## config.mk

```make
export PLATFORM = sky130hd
export DESIGN_NAME = uart_rx_fifo
export DESIGN_NICKNAME = d
export VERILOG_FILES = /design/src/rtl/uart_pkg.sv /design/src/rtl/sync_fifo.sv /design/src/rtl/uart_rx_fifo.sv
export SDC_FILE = /design/constraint.sdc
export NUM_CORES = 1
export LEC_CHECK = 0
export BUFFER_PORTS_ARGS = -buffer_cell sky130_fd_sc_hd__buf_2
export CAP_MARGIN = 30
export CORE_ASPECT_RATIO = 0.5
export CORE_MARGIN = 4
export CORE_UTILIZATION = 37
export CTS_BUF_LIST = sky130_fd_sc_hd__clkbuf_8 sky130_fd_sc_hd__clkbuf_16
export CTS_CLUSTER_DIAMETER = 80
export CTS_CLUSTER_SIZE = 14
export DETAILED_ROUTE_END_ITERATION = 8
export GPL_ROUTABILITY_DRIVEN = 0
export HOLD_SLACK_MARGIN = 0.05
export SYNTH_ARGS = -nofsm -noshare
export SYNTH_HDL_FRONTEND = slang
export SYNTH_HIERARCHICAL = 1
export SYNTH_SLANG_ARGS = --single-unit
```

## constraint.sdc

```tcl
create_clock -name clk -period 6.37 [get_ports clk]
set_clock_uncertainty 0.2 [all_clocks]
set_input_delay 0.3185 -clock clk [delete_from_list [all_inputs] [get_ports clk]]
set_output_delay 0.3185 -clock clk [all_outputs]
set_load 0.01 [all_outputs]
```

## src/rtl/uart_pkg.sv

```systemverilog
// Shared UART definitions: receive FSM states, synchroniser depth and width helpers
// used by both the RX and TX paths.
package uart_pkg;

  typedef enum logic [2:0] {
    StIdle,
    StStart,
    StData,
    StParity,
    StStop
  } uart_rx_state_e;

  // Flops between the asynchronous line and the sampling logic.
  localparam int unsigned SYNC_STAGES = 2;

  // Width of a counter that holds 0..n-1 (never narrower than one bit).
  function automatic int unsigned cnt_width(input int unsigned n);
    return (n < 2) ? 1 : $clog2(n);
  endfunction

  // Width of an occupancy count that holds 0..depth.
  function automatic int unsigned level_width(input int unsigned depth);
    return $clog2(depth + 1);
  endfunction

endpackage

```

## src/rtl/sync_fifo.sv

```systemverilog
// Single-clock first-word-fall-through FIFO. A pop in the same cycle as a push frees
// the slot first, so a push into a full FIFO is accepted when it coincides with a pop.
module sync_fifo
  import uart_pkg::*;
#(
  parameter int unsigned WIDTH = 8,
  parameter int unsigned DEPTH = 16,
  localparam int unsigned AW = cnt_width(DEPTH),
  localparam int unsigned LW = level_width(DEPTH)
) (
  input  logic             i_clk,
  input  logic             i_rstn,
  input  logic             i_push,
  input  logic [WIDTH-1:0] i_wdata,
  input  logic             i_pop,
  output logic [WIDTH-1:0] o_rdata,
  output logic             o_full,
  output logic             o_empty,
  output logic [LW-1:0]    o_level
);

  logic [WIDTH-1:0] r_mem [DEPTH];
  logic [AW-1:0]    r_wptr;
  logic [AW-1:0]    r_rptr;
  logic [LW-1:0]    r_level;
  logic             w_do_push;
  logic             w_do_pop;

  assign o_full    = (r_level == LW'(DEPTH));
  assign o_empty   = (r_level == '0);
  assign o_level   = r_level;
  assign w_do_pop  = i_pop && !o_empty;
  assign w_do_push = i_push && (!o_full || w_do_pop);
  // Head is masked while empty so the output reads zero out of reset.
  assign o_rdata   = o_empty ? '0 : r_mem[r_rptr];

  // Storage write; contents need no reset because the head is masked when empty.
  always_ff @(posedge i_clk) begin
    if (w_do_push) r_mem[r_wptr] <= i_wdata;
  end

  // Pointers wrap naturally (power-of-two depth); occupancy tracked separately.
  always_ff @(posedge i_clk or negedge i_rstn) begin
    if (!i_rstn) begin
      r_wptr  <= '0;
      r_rptr  <= '0;
      r_level <= '0;
    end else begin
      if (w_do_push) r_wptr <= r_wptr + AW'(1);
      if (w_do_pop)  r_rptr <= r_rptr + AW'(1);
      case ({w_do_push, w_do_pop})
        2'b10:   r_level <= r_level + LW'(1);
        2'b01:   r_level <= r_level - LW'(1);
        default: r_level <= r_level;
      endcase
    end
  end

endmodule

```

## src/rtl/uart_rx_fifo.sv

```systemverilog
// UART receiver feeding a receive FIFO, with sticky frame/overrun error flags.
// Optional parity checking is enabled by defining UART_RX_PARITY_EN.
module uart_rx_fifo
  import uart_pkg::*;
#(
  parameter int unsigned CLKS_PER_BIT = 868,
  parameter int unsigned DATA_W       = 8,
  parameter int unsigned STOP_BITS    = 1,
  parameter int unsigned FIFO_DEPTH   = 16
`ifdef UART_RX_PARITY_EN
  , parameter bit        PARITY_ODD   = 1'b0
`endif
  , localparam int unsigned CNT_W     = level_width(FIFO_DEPTH)
) (
  input  logic              clk,
  input  logic              rstn,
  input  logic              rx,
  input  logic              en,
  output logic [DATA_W-1:0] data_o,
  output logic              valid_out,
  input  logic              ready_out,
  output logic [CNT_W-1:0]  level,
  output logic              rx_busy,
  output logic              frame_err,
  output logic              overrun_err,
`ifdef UART_RX_PARITY_EN
  output logic              parity_err,
`endif
  input  logic              clr_err
);

  localparam int unsigned BC_W  = cnt_width(CLKS_PER_BIT);
  localparam int unsigned IDX_W = cnt_width(DATA_W);
  localparam logic [BC_W-1:0]  CntLast  = BC_W'(CLKS_PER_BIT - 1);
  localparam logic [BC_W-1:0]  CntHalf  = BC_W'(CLKS_PER_BIT / 2);
  localparam logic [IDX_W-1:0] DataLast = IDX_W'(DATA_W - 1);
  localparam logic [IDX_W-1:0] StopLast = IDX_W'(STOP_BITS - 1);

  logic [SYNC_STAGES-1:0] r_sync;
  logic                   r_rx_d;
  logic                   w_rx_s;
  uart_rx_state_e         r_state;
  logic [BC_W-1:0]        r_cnt;
  logic [IDX_W-1:0]       r_idx;
  logic [DATA_W-1:0]      r_shift;
  logic                   r_stop_ok;
  logic                   r_wait_high;
  logic                   r_push;
  logic                   r_frame_err;
  logic                   r_overrun_err;
`ifdef UART_RX_PARITY_EN
  logic                   r_parity_err;
`endif
  logic                   w_full;
  logic                   w_empty;
  logic                   w_pop;
  logic                   w_overrun;

  assign w_rx_s = r_sync[SYNC_STAGES-1];

  // Line synchroniser plus one delayed copy for falling-edge detection; idles high.
  always_ff @(posedge clk or negedge rstn) begin
    if (!rstn) begin
      r_sync <= '1;
      r_rx_d <= 1'b1;
    end else begin
      r_sync <= {r_sync[SYNC_STAGES-2:0], rx};
      r_rx_d <= w_rx_s;
    end
  end

  // Receive FSM: mid-bit sampling, shift-in LSB first, stop check and push request.
  always_ff @(posedge clk or negedge rstn) begin
    if (!rstn) begin
      r_state      <= StIdle;
      r_cnt        <= '0;
      r_idx        <= '0;
      r_shift      <= '0;
      r_stop_ok    <= 1'b1;
      r_wait_high  <= 1'b0;
      r_push       <= 1'b0;
      r_frame_err  <= 1'b0;
`ifdef UART_RX_PARITY_EN
      r_parity_err <= 1'b0;
`endif
    end else begin
      r_push <= 1'b0;
      // Clear first so an error set later in this block wins.
      if (clr_err) begin
        r_frame_err  <= 1'b0;
`ifdef UART_RX_PARITY_EN
        r_parity_err <= 1'b0;
`endif
      end
      unique case (r_state)
        StIdle: begin
          r_cnt       <= '0;
          r_idx       <= '0;
          r_stop_ok   <= 1'b1;
          r_wait_high <= 1'b0;
          if (en && r_rx_d && !w_rx_s) r_state <= StStart;
        end
        StStart: begin
          if (r_cnt == CntHalf) begin
            r_cnt   <= '0;
            r_state <= w_rx_s ? StIdle : StData;
          end else begin
            r_cnt <= r_cnt + BC_W'(1);
          end
        end
        StData: begin
          if (r_cnt == CntLast) begin
            r_cnt   <= '0;
            r_shift <= {w_rx_s, r_shift[DATA_W-1:1]};
            if (r_idx == DataLast) begin
              r_idx   <= '0;
`ifdef UART_RX_PARITY_EN
              r_state <= StParity;
`else
              r_state <= StStop;
`endif
            end else begin
              r_idx <= r_idx + IDX_W'(1);
            end
          end else begin
            r_cnt <= r_cnt + BC_W'(1);
          end
        end
`ifdef UART_RX_PARITY_EN
        StParity: begin
          if (r_cnt == CntLast) begin
            r_cnt   <= '0;
            r_state <= StStop;
            if (w_rx_s != ((^r_shift) ^ PARITY_ODD)) r_parity_err <= 1'b1;
          end else begin
            r_cnt <= r_cnt + BC_W'(1);
          end
        end
`endif
        StStop: begin
          if (r_wait_high) begin
            // After a framing error, hold off until the line returns high.
            if (w_rx_s) begin
              r_wait_high <= 1'b0;
              r_state     <= StIdle;
            end
          end else if (r_cnt == CntLast) begin
            r_cnt <= '0;
            if (r_idx == StopLast) begin
              r_idx <= '0;
              if (r_stop_ok && w_rx_s) begin
                r_push  <= 1'b1;
                r_state <= StIdle;
              end else begin
                r_frame_err <= 1'b1;
                r_wait_high <= 1'b1;
              end
            end else begin
              r_idx     <= r_idx + IDX_W'(1);
              r_stop_ok <= r_stop_ok & w_rx_s;
            end
          end else begin
            r_cnt <= r_cnt + BC_W'(1);
          end
        end
        default: r_state <= StIdle;
      endcase
    end
  end

  assign w_pop     = valid_out && ready_out;
  assign w_overrun = r_push && w_full && !w_pop;

  // Overrun flag: set when a completed word finds no free slot.
  always_ff @(posedge clk or negedge rstn) begin
    if (!rstn) begin
      r_overrun_err <= 1'b0;
    end else if (w_overrun) begin
      r_overrun_err <= 1'b1;
    end else if (clr_err) begin
      r_overrun_err <= 1'b0;
    end
  end

  sync_fifo #(
    .WIDTH (DATA_W),
    .DEPTH (FIFO_DEPTH)
  ) u_fifo (
    .i_clk   (clk),
    .i_rstn  (rstn),
    .i_push  (r_push),
    .i_wdata (r_shift),
    .i_pop   (ready_out),
    .o_rdata (data_o),
    .o_full  (w_full),
    .o_empty (w_empty),
    .o_level (level)
  );

  assign valid_out   = !w_empty;
  assign rx_busy     = (r_state != StIdle);
  assign frame_err   = r_frame_err;
  assign overrun_err = r_overrun_err;
`ifdef UART_RX_PARITY_EN
  assign parity_err  = r_parity_err;
`endif

endmodule

```

Yosys cells after proc, flatten, opt, wreduce, memory -nomap -nowiden
Memory sizes are Yosys's and may differ from the RTL's.
Index checks and enable logic that the tools add are counted.

word-level totals
  input bits = 6
  bits in read-only memories = 0
  memory bits (writable) = 128
  flip-flop bits (word level) = 45
  memories = 1
  bits in latches = 0

memory list
  memory        depth  bits a word  rd ports  clocked after memory_dff  write ports  RTL line         source
  u_fifo.r_mem  16     8            1         0                         1            sync_fifo.sv:22  logic [WIDTH-1:0] r_mem [DEPTH];

operators by class
  divide/modulo/power cells = 0
  $add $sub $neg = 6
  reduce and logical (&&, ||, !) cells = 26
  mux-type cells = 48
  $mul = 0
  shifts and indexed selects = 0
  $lt $le $gt $ge = 0
  bitwise logic cells = 1
  equality and inequality tests = 20

operators by type and width
  operator                                                          number
  3-bit two-way mux                                                 14
  10-bit case mux with 4 select lines                               1
  10-bit two-way mux                                                3
  1-bit two-way mux                                                 23
  2-bit inequality test, second input constant                      7
  3-bit inequality test, second input constant                      4
  3-bit case mux with 4 select lines                                1
  10-bit by 1-bit adder with 10-bit output, second input constant   1
  10-bit == test, second input constant                             1
  10-bit by 9-bit == test with 1-bit output, second input constant  1
  5-bit case mux with 2 select lines                                1
  3-bit case mux with 3 select lines                                1
  4-bit by 1-bit adder with 4-bit output, second input constant     2
  8-bit two-way mux                                                 1
  4-bit AND reduction                                               2
  8-bit AND reduction                                               1
  1-bit logical AND                                                 7
  3-bit == test, second input constant                              2
  3-bit logical NOT                                                 2
  2-bit nonzero test                                                3
  3-bit nonzero test                                                2
  5-bit by 1-bit adder with 5-bit output, second input constant     1
  5-bit == test, second input constant                              1
  5-bit logical NOT                                                 1
  13 further kinds                                                  18

Longest topological paths before layout
  depth after elaboration = 7
  mapped depth = 9

Hierarchy
Netlist, hierarchy kept.

by module, submodules not included
  module        sequential area each (µm²)  cells each  area each (µm²)  times used
  sync_fifo     4,169.0                     302         5,878.1          1
  uart_rx_fifo  805.8                       166         1,700.4          1

Worst setup path after synthesis
Ideal clock, no wire load.

  path kind = register to register
  from = register u_fifo.r_level[1], in the netlist u_fifo/o_level[1]
  to = register u_fifo.r_level[4], in the netlist u_fifo/o_level[4]
  cell stages (with the launch flop) = 10
  arrival time = 2.495 ns
  setup slack = 3.587 ns
  buffers on the path = 0
  data required time = 6.082 ns
  path through = dfrtp_1 -> or4_4 -> o21ai_2 -> nand2b_1 -> inv_1 -> ha_1 -> nand2b_1 -> a2111o_1 -> o31a_1 -> o211ai_1

on the way
  cells in the longest elaborated chain, start to end = 7
  elaborated cells between the ends (all ways) = 13
  those cells by class = add/sub (2); eq/ne (3); mux (1); reduce/logical (7)

RTL lines
  what                                                                              RTL line         source
  start: declaration                                                                sync_fifo.sv:25  logic [LW-1:0] r_level;
  start signal: assignment                                                          sync_fifo.sv:52  2'b10: r_level <= r_level + LW'(1);
  start signal: assignment                                                          sync_fifo.sv:53  2'b01: r_level <= r_level - LW'(1);
  start signal: assignment                                                          sync_fifo.sv:54  default: r_level <= r_level;
  5-bit logical NOT                                                                 sync_fifo.sv:30  assign o_empty = (r_level == '0);
  1-bit logical NOT                                                                 sync_fifo.sv:32  assign w_do_pop = i_pop && !o_empty;
  1-bit logical AND                                                                 sync_fifo.sv:32
  1-bit logical OR                                                                  sync_fifo.sv:33  assign w_do_push = i_push && (!o_full || w_do_pop);
  1-bit logical AND                                                                 sync_fifo.sv:33
  2-bit by 1-bit == test with 1-bit output / 2-bit == test (equally long branches)  sync_fifo.sv:51  case ({w_do_push, w_do_pop})
  5-bit case mux with 2 select lines / 2-bit nonzero test (equally long branches)   n/a

Several ways; a longest one is shown, not always the timed one.
A chain may end at the register's enable or synchronous reset.

Worst setup path in the final report
  from = register u_fifo.r_rptr[1]
  to = output data_o[7]

on the way
  cells in the longest elaborated chain, start to end = 2

RTL lines
  what                      RTL line            source
  start: declaration        sync_fifo.sv:24     logic [AW-1:0] r_rptr;
  start signal: assignment  sync_fifo.sv:50     if (w_do_pop) r_rptr <= r_rptr + AW'(1);
  memory 16 x 8 bit         n/a
  8-bit two-way mux         sync_fifo.sv:35     assign o_rdata = o_empty ? '0 : r_mem[r_rptr];
  end: declaration          uart_rx_fifo.sv:19  output logic [DATA_W-1:0] data_o,

No other way between the ends.

==> flow_metrics.env <==
export IMPL_wirelength_um=14450
export IMPL_grt_pass1_vias=4091
export IMPL_leakage_nw=3.441
export IMPL_clk_pin_slew_ps=70
export IMPL_ant_nets=0
export IMPL_clock_sinks=173
export IMPL_crit_type="reg2out"
export IMPL_grtUsageTotal_pct=13.53
export IMPL_worstSetupStartpointType="flop"
export IMPL_ys_types=66
export IMPL_grt_max_degree=46
export IMPL_synth_top_area_share_pct=50.72
export IMPL_crit_required_ps=5850
export IMPL_firstDrtPassIters=4
export IMPL_initial_core_util_pct=38.33
export IMPL_grt_overflow=0
export IMPL_rsz0062_at_grt="no"
export IMPL_synth_cells=468
export IMPL_syn_nets=488
export IMPL_worst_r2r_endpoint="u_fifo/o_level[4]"
export IMPL_numCtsBuffers=17
export IMPL_rr_startpoint="u_fifo/o_level[1]"
export IMPL_cp_endpoint="data_o[7]"
export IMPL_setup_viol=0
export IMPL_critPathCaptureType="output port"
export IMPL_drive_gt1_share_pct=23.63
export IMPL_synth_most_common_cell="edfxtp_1"
export IMPL_syn_avg_cell_area_sq_um=16.19
export IMPL_cts_tree="done"
export IMPL_via_per_inst=5.262
export IMPL_arrival_ps=2500
export IMPL_synth_warnings=6
export IMPL_clockBufferDepth=2
export IMPL_cp_max_fo=28
export IMPL_synth_edf_count=128
export IMPL_grt_pass1_wl_um=23560
export IMPL_clock_latency_ps=420
export IMPL_min_delay_start="ready_out"
export IMPL_ios=23
export IMPL_maxCapViolCount=0
export IMPL_synth_area_leader_cell="edfxtp_1"
export IMPL_fin_crit_ps=3018
export IMPL_ys_seq_area_share_pct=65.64
export IMPL_setup_tns_ps=0
export IMPL_finalHoldViolations=0
export IMPL_yosys_most_used_dff="edfxtp_1"
export IMPL_finalCritPeriodShare_pct=47.37
export IMPL_slew_headroom_pct=39.51
export IMPL_pwr_density_cell_nw_per_um2=334.7
export IMPL_drtIter0Drc=354
export IMPL_die_area_sq_um=22980
export IMPL_die_w_um=210.4
export IMPL_routedWlPerCell_um=18.57
export IMPL_reg2reg_depth=9
export IMPL_ir_worst_vdd_mv=0.1864
export IMPL_timing_reg2reg_setup_slack_ps=3370
export IMPL_p_total_mw=2.892
export IMPL_antenna_found_initial=1
export IMPL_post_cts_setup_buffers=0
export IMPL_fmax_ghz=0.3314
export IMPL_syn_area_sq_um=7579
export IMPL_hp_class="in2reg"
export IMPL_crit_path_start="u_fifo/r_rptr[1]"
export IMPL_fin_nets=519
export IMPL_cts_root_buf="clkbuf_16"
export IMPL_drv_slew=0
export IMPL_areaGrowthSynthToFinish_pct=14.02
export IMPL_hpwl_um=9414
export IMPL_htree_levels=4
export IMPL_cts_resized=0
export IMPL_drc_errors=0
export IMPL_rows=36
export IMPL_die_y_um=109.2
export IMPL_diodes=0
export IMPL_tightest_slew_ps=904.1
export IMPL_vias=4094
export IMPL_core_sq_um=19770
export IMPL_yosys_register_bits=173
export IMPL_io_buffer_count=22
export IMPL_synthTopCellsByArea="edfxtp_1 51%, dfrtp_1 14%, mux4_2 8.3%"
export IMPL_ctsHoldBuffers=4
export IMPL_synthTopCellsByCount="128 x edfxtp_1, 41 x dfrtp_1, 28 x mux4_2"
export IMPL_synthArstFlopShare_pct=26.01
export IMPL_outcome="completed"
[power by group]
part	switching, mW	leakage (nW)	internal (mW)
sequential	0.0755	2.05	1.23
combinational	0.280	1.08	0.237
clock	0.470	0.302	0.600
[through the flow]
step	std cells	hold slack, ps	instance area [sq um]	setup slack, ps	utilization (%)
after detailed placement	742	148.2	7973	3361	40.32
final	778	82.58	8641	3352	43.70
after global placement	741	147.5	7953	3329	40.22
after CTS	778	74.86	8641	3243	43.70
after floorplan	468	-177.1	7579	3587	-
after global routing	778	107.2	8641	3163	43.70
[cells by family (layout without fill, tap and decap cells)]
| family | after synthesis | after routing | synth area share, % |
|---|---|---|---|
| AND/OR/NAND/NOR | 98 | 98 | 7.545 |
| AO/OA/AOI/OAI | 74 | 74 | 7.578 |
| multiplexers | 54 | 54 | 12.91 |
| XOR/XNOR | 10 | 10 | 1.156 |
| flip-flops | 173 | 173 | 65.64 |
| adder cells (fa/ha/maj) | 14 | 14 | 2.410 |
| buffers and inverters | 45 | 89 | 2.757 |
[cell usage in the layout, fill, tap and decap left out, types with 10 or more instances in the layout]
cell type / n
edfxtp_1: 128
dfrtp_1: 40
mux4_2: 28
inv_1: 23
buf_2: 22
nand2_1: 18
a211oi_1: 17
clkbuf_16: 17
nor2_1: 16
ha_1: 13
and2_1: 12
nor2b_1: 10
o211ai_1: 10
mux2_2: 10
mux2i_1: 10
[cell type report]
class	count	area, sq um
fillers	1711	11130
inverters	23	86.33
multi-input cells	250	2395
clock inverters	15	202.7
well taps	266	332.8
flip-flops and latches	173	4976
repair buffers	34	222.7
clock buffers	17	425.4
[registers in the layout, summed over array words and instances, names as in the netlist, 2 cells and up]
signal,cells
r_cnt,10
r_idx,3
r_shift,8
r_state,3
r_sync,2
u_fifo/o_level,5
u_fifo/r_mem,128
u_fifo/r_rptr,4
u_fifo/r_wptr,4
[routing by layer]
layer / vias to the layer above / part of all wire [%] / track usage (%)
li1: 1905 / - / -
met1: 2094 / 48 / 19.36
met2: 80 / 45 / 20.69
met3: 13 / 6.4 / 3.507
met4: 2 / 0.72 / 3.745
met5: - / 0.090 / 0
[how the worst min path moves through the flow]
stage	to	slack [ps]	cells past startpoint
floorplan	frame_err	-180	0
global placement	r_sync[1]	150	0
detailed placement	r_sync[1]	150	0
CTS	u_fifo/r_rptr[0]	70	3
global route	u_fifo/r_rptr[0]	110	3
finish	u_fifo/r_rptr[0]	80	3
[critical path, cell delays in order, from the launching register on]
cell      delay [ps]
dfrtp_2          520
buf_12           250
mux4_2           510
nor2b_1          140
a211oi_1         350
a211oi_1         110
buf_2            200
Note: power is estimated with default switching activity, not from simulation.
